$ cat src/rtl/bus_arb2.sv
// Two-master to one-slave bus arbiter with round-robin tie-break and a
// per-transaction grant timeout that returns an error response.
module bus_arb2 #(
    parameter int unsigned TIMEOUT = 15
) (
    input  logic        clk,
    input  logic        rst,
    input  logic        m0_req,
    input  logic [31:0] m0_addr,
    input  logic        m0_we,
    input  logic [3:0]  m0_be,
    input  logic [31:0] m0_wdata,
    output logic        m0_gnt,
    output logic        m0_rvalid,
    output logic [31:0] m0_rdata,
    output logic        m0_err,
    input  logic        m1_req,
    input  logic [31:0] m1_addr,
    input  logic        m1_we,
    input  logic [3:0]  m1_be,
    input  logic [31:0] m1_wdata,
    output logic        m1_gnt,
    output logic        m1_rvalid,
    output logic [31:0] m1_rdata,
    output logic        m1_err,
    output logic        s_req,
    output logic [31:0] s_addr,
    output logic        s_we,
    output logic [3:0]  s_be,
    output logic [31:0] s_wdata,
    input  logic        s_gnt,
    input  logic        s_rvalid,
    input  logic [31:0] s_rdata
);

    typedef enum logic [1:0] {IDLE, REQ, RESP, ERR} state_e;

    localparam logic [7:0]  TO_LAST  = 8'(TIMEOUT - 1);
    localparam logic [31:0] ERR_DATA = 32'hDEADBEEF;

    state_e      state_q, state_d;
    logic        owner_q, owner_d;
    logic        last_q, last_d;
    logic [7:0]  cnt_q, cnt_d;

    logic        own_gnt, own_rvalid, own_err;
    logic [31:0] own_rdata;

    always_ff @(posedge clk or negedge rst) begin
        if (!rst) begin
            state_q <= IDLE;
            owner_q <= 1'b0;
            last_q  <= 1'b1;
            cnt_q   <= 8'd0;
        end else begin
            state_q <= state_d;
            owner_q <= owner_d;
            last_q  <= last_d;
            cnt_q   <= cnt_d;
        end
    end

    always_comb begin
        state_d    = state_q;
        owner_d    = owner_q;
        last_d     = last_q;
        cnt_d      = cnt_q;
        s_req      = 1'b0;
        s_addr     = 32'd0;
        s_we       = 1'b0;
        s_be       = 4'd0;
        s_wdata    = 32'd0;
        own_gnt    = 1'b0;
        own_rvalid = 1'b0;
        own_rdata  = 32'd0;
        own_err    = 1'b0;
        case (state_q)
            IDLE: begin
                if (m0_req || m1_req) begin
                    // On a tie the master not served last wins.
                    owner_d = (m0_req && m1_req) ? ~last_q : m1_req;
                    state_d = REQ;
                    cnt_d   = 8'd0;
                end
            end
            REQ: begin
                s_req   = 1'b1;
                s_addr  = owner_q ? m1_addr  : m0_addr;
                s_we    = owner_q ? m1_we    : m0_we;
                s_be    = owner_q ? m1_be    : m0_be;
                s_wdata = owner_q ? m1_wdata : m0_wdata;
                own_gnt = s_gnt;
                if (s_gnt) begin
                    state_d = RESP;
                end else begin
                    cnt_d = cnt_q + 8'd1;
                    if (cnt_q == TO_LAST) begin
                        own_gnt = 1'b1;
                        state_d = ERR;
                    end
                end
            end
            RESP: begin
                own_rvalid = s_rvalid;
                own_rdata  = s_rdata;
                if (s_rvalid) begin
                    last_d  = owner_q;
                    state_d = IDLE;
                end
            end
            ERR: begin
                own_rvalid = 1'b1;
                own_rdata  = ERR_DATA;
                own_err    = 1'b1;
                last_d     = owner_q;
                state_d    = IDLE;
            end
            default: state_d = IDLE;
        endcase
    end

    // Non-owner outputs are forced to zero.
    assign m0_gnt    = own_gnt    & ~owner_q;
    assign m0_rvalid = own_rvalid & ~owner_q;
    assign m0_err    = own_err    & ~owner_q;
    assign m0_rdata  = owner_q ? 32'd0 : own_rdata;
    assign m1_gnt    = own_gnt    & owner_q;
    assign m1_rvalid = own_rvalid & owner_q;
    assign m1_err    = own_err    & owner_q;
    assign m1_rdata  = owner_q ? own_rdata : 32'd0;

endmodule

$ cat config.mk
export PLATFORM = sky130hd
export DESIGN_NAME = bus_arb2
export DESIGN_NICKNAME = d
export VERILOG_FILES = /design/src/rtl/bus_arb2.sv
export SDC_FILE = /design/constraint.sdc
export NUM_CORES = 1
export LEC_CHECK = 0
export ABC_CLOCK_PERIOD_IN_PS = 2250
export BUFFER_PORTS_ARGS = -buffer_cell sky130_fd_sc_hd__buf_2
export CORE_AREA = 2 2 124 126
export DETAILED_ROUTE_END_ITERATION = 12
export DIE_AREA = 0 0 126 128
export PLACE_DENSITY = 0.46
export REMOVE_ABC_BUFFERS = 1
export SLEW_MARGIN = 25
export SYNTH_ARGS = -nofsm -noshare
export SYNTH_HDL_FRONTEND = slang
export SYNTH_SLANG_ARGS = --single-unit
$ cat constraint.sdc
create_clock -name clk -period 2.25 [get_ports clk]
set_input_delay 0.1125 -clock clk [delete_from_list [all_inputs] [get_ports clk]]
set_output_delay 0.1125 -clock clk [all_outputs]
set_load 0.005 [all_outputs]
==> summary.txt <==
Synth
  – Synth Warn #: 0
  – Synth Flop Type: dfrtp_1
  – Post-synthesis average cell area: 6.50 um^2
  – Post-synth EDFFs: 0
  – Register area share after synthesis: 14.1%
  – Cell count after synthesis: 330
  – Async set-reset flop share out of synthesis: 100%
  – Post-synthesis cell area: 2140 um^2
  – Distinct cells, synth: 31
  – Flops & latches, synth: 12

Worst setup path
  – Req. time, crit path: 2140 ps
  – Crit-path cells: buf_12, mux2i_1, nor2_1, buf_2
  – CP startpoint kind: flop
  – Slowest stage delay, CP: 610 ps
  – CP Max Fanout: 56
  – Critical-path top delay cell: dfrtp_4
  – RR Startpoint: state_q[0]
  – Crit path DAT: 1850 ps
  – Crit path launch: owner_q
  – Worst path bufs/invs: 2
  – CP Capture Type: output port
  – Top delay family on crit path: flip-flops
  – Crit Path Class: reg2out

Timing
  – Slew HR: 68.1%
  – Fin crit period: 1960 ps
  – Endpoints failing hold: 0
  – Clk_skew: 1.79 ps
  – Final Max Tran Viols: 0
  – Period utilization: 87.1%
  – Setup ws final: 290 ps
  – RSZ-0062 raised after global routing: false
  – Worst Max-Slew Pin Slew: 476 ps
  – Final setup fails: 0
  – Fmax: 0.510 GHz

Placement
  – Post-DP Area: 3900 um^2
  – Pre-CTS setup slack: 481 ps
  – Count of input and output buffers: 315
  – Post-DP HPWL: 9820 um
  – Final GP Congestion: 0.752

Floorplan
  – FP Rows: 45
  – Starting Density: 14.4%
  – Die width: 126 um
  – DIE AREA: 16100 um^2
  – # IOs: 316
  – Core area: 14900 um^2
  – Die Ht: 128 um

Hold path
  – Worst Hold Class: in2reg
  – Hold Crit Start: s_gnt

Clocking
  – Clock buffer depth: 2
  – H-tree depth: 1
  – Reg clk slew, reported paths: 40 ps
  – CTS sink count: 12
  – CTS root buf: clkbuf_16
  – CTS Buf Count: 3
  – Worst skew pair latency: 240 ps
  – Postcts setup bufs: 0
  – CTS tree: done

Global routing
  – Initial antenna violation count: 1
  – Number of global-route vias before repair: 2928
  – GRT Total Usage: 12.3%
  – Largest net degree at the start of global routing: 57
  – Remaining Overflow, GRT: 0
  – First-pass GRT wire length: 15800 um

Route
  – DRC: 0
  – WL/cell: 13.9 um
  – Met3 WL post-DR: 1010 um
  – Met2 WL: 5970 um
  – Drt total wl: 11400 um
  – Starting DRT DRC Count: 56
  – Number of routed nets with antenna violations: 0
  – Detailed Routing Iterations Pass 1: 4
  – WL met1: 4320 um
  – Detail-routed via count per cell: 4.07
  – Highest metal used: met5
  – DR vias: 3333

Cells and area
  – Design Area, Final: 4000 um^2
  – Register Area: 305 um^2
  – Layout Utilization: 26.9%
  – Syn-to-layout area delta: 86.6%
  – Filler instances: 1700
  – Layout cell share with drive strength beyond 1: 52.5%
  – Diode count: 0
  – Area of the multi-input gates: 1710 um^2
  – Fin nets: 810

Job
  – Max_cap viols: 0

Pwr
  – Total leakage power: 0.00254 uW
  – PD cells: 983 nW/um^2
  – VDD IR max: 0.382 mV

Outcome
  – Status: complete, no violations
==> cell usage in the layout (no fill, tap or decap), types with 2 or more instances in the layout <==
master	count
clkbuf_16	3
nor4_1	2
buf_4	6
o31ai_1	4
nor2_1	152
inv_1	4
ha_1	2
o21ai_0	8
buf_2	315
mux2i_1	72
nand2_1	4
a21o_1	2
a21oi_1	3
nand3_1	4
nor3_1	2
nand2b_1	2
and2_1	16
dfrtp_1	10
or4_1	2
o21bai_1	3
==> layout make-up <==
cell class	count	share of cell area, %
Tap cell	188	5.88
Inverter	4	0.375
Timing Repair Buffer	323	41.3
Sequential cell	12	7.63
Clock buffer	4	2.22
Multi-Input combinational cell	288	42.6
==> worst paths after layout <==
| path | end | slack (ps) | depth (start not counted) |
|---|---|---|---|
| setup / recovery | s_wdata[20] | 290 | 4 |
| hold reg to reg | last_q | 510 | 1 |
| hold / removal | cnt_q[0] | 170 | 2 |
| min in group asynchronous | cnt_q[6] | 290 | 2 |
| setup reg to reg | cnt_q[6] | 620 | 3 |
| max in group asynchronous | last_q | 1680 | 2 |
==> power by group <==
group / internal, uW / switching [uW]
Sequential: 281 / 169
Combinational: 1430 / 1690
Clock: 268 / 94.5
Total: 1980 / 1950
==> cells by family after synthesis <==
group / Yosys count / share of synthesized area, %
AND/OR/NAND/NOR: 192 / 38.3
multiplexers: 72 / 33.6
buffers and inverters: 30 / 6.48
AO/OA/AOI/OAI: 21 / 6.01
flip-flops: 12 / 14.1
adder cells (fa/ha/maj): 2 / 1.17
XOR/XNOR: 1 / 0.408
==> timing repair <==
| item | CTS | global route |
|---|---|---|
| endpoints found under the setup margin | 0 | 0 |
| gates resized for setup | 0 | 0 |
| hold endpoints to repair | 11 | 0 |
| hold buffers | 1 | 0 |
==> layer usage <==
metal	vias up	track usage, %
met5	-	0
met4	2	1.36
met3	9	3.21
met2	197	23.9
met1	1431	13.7
li1	1694	-
==> state kept, by name (all words and copies together), names as in the netlist <==
signal / count
owner_q: 1
state_q: 2
last_q: 1
cnt_q: 8
==> stage by stage <==
stage                     power [uW]  cells  hold slack, ps  setup TNS, ps
after floorplan                 2230    304            -183        -142380
after detailed placement        3620    814            17.6              0
after global routing            4290    819             190              0
after global placement          3650    814            20.1              0
after CTS                       4000    819             168              0
final                           3930    819             169              0
==> Yosys cell counts (3+ instances only) <==
cell,n,area share (%)
o31ai_1,4,1.4
nand2_1,4,0.70
nand2b_1,3,0.88
clkbuf_1,7,1.2
a21oi_1,3,0.70
o21bai_1,3,1.1
mux2i_1,72,34
nand3_1,4,0.93
o21ai_0,8,1.9
inv_1,4,0.70
and2_1,16,4.7
buf_2,15,3.5
buf_1,3,0.53
nor2_1,152,27
dfrtp_1,11,13
(Power assumes the default switching activity.)
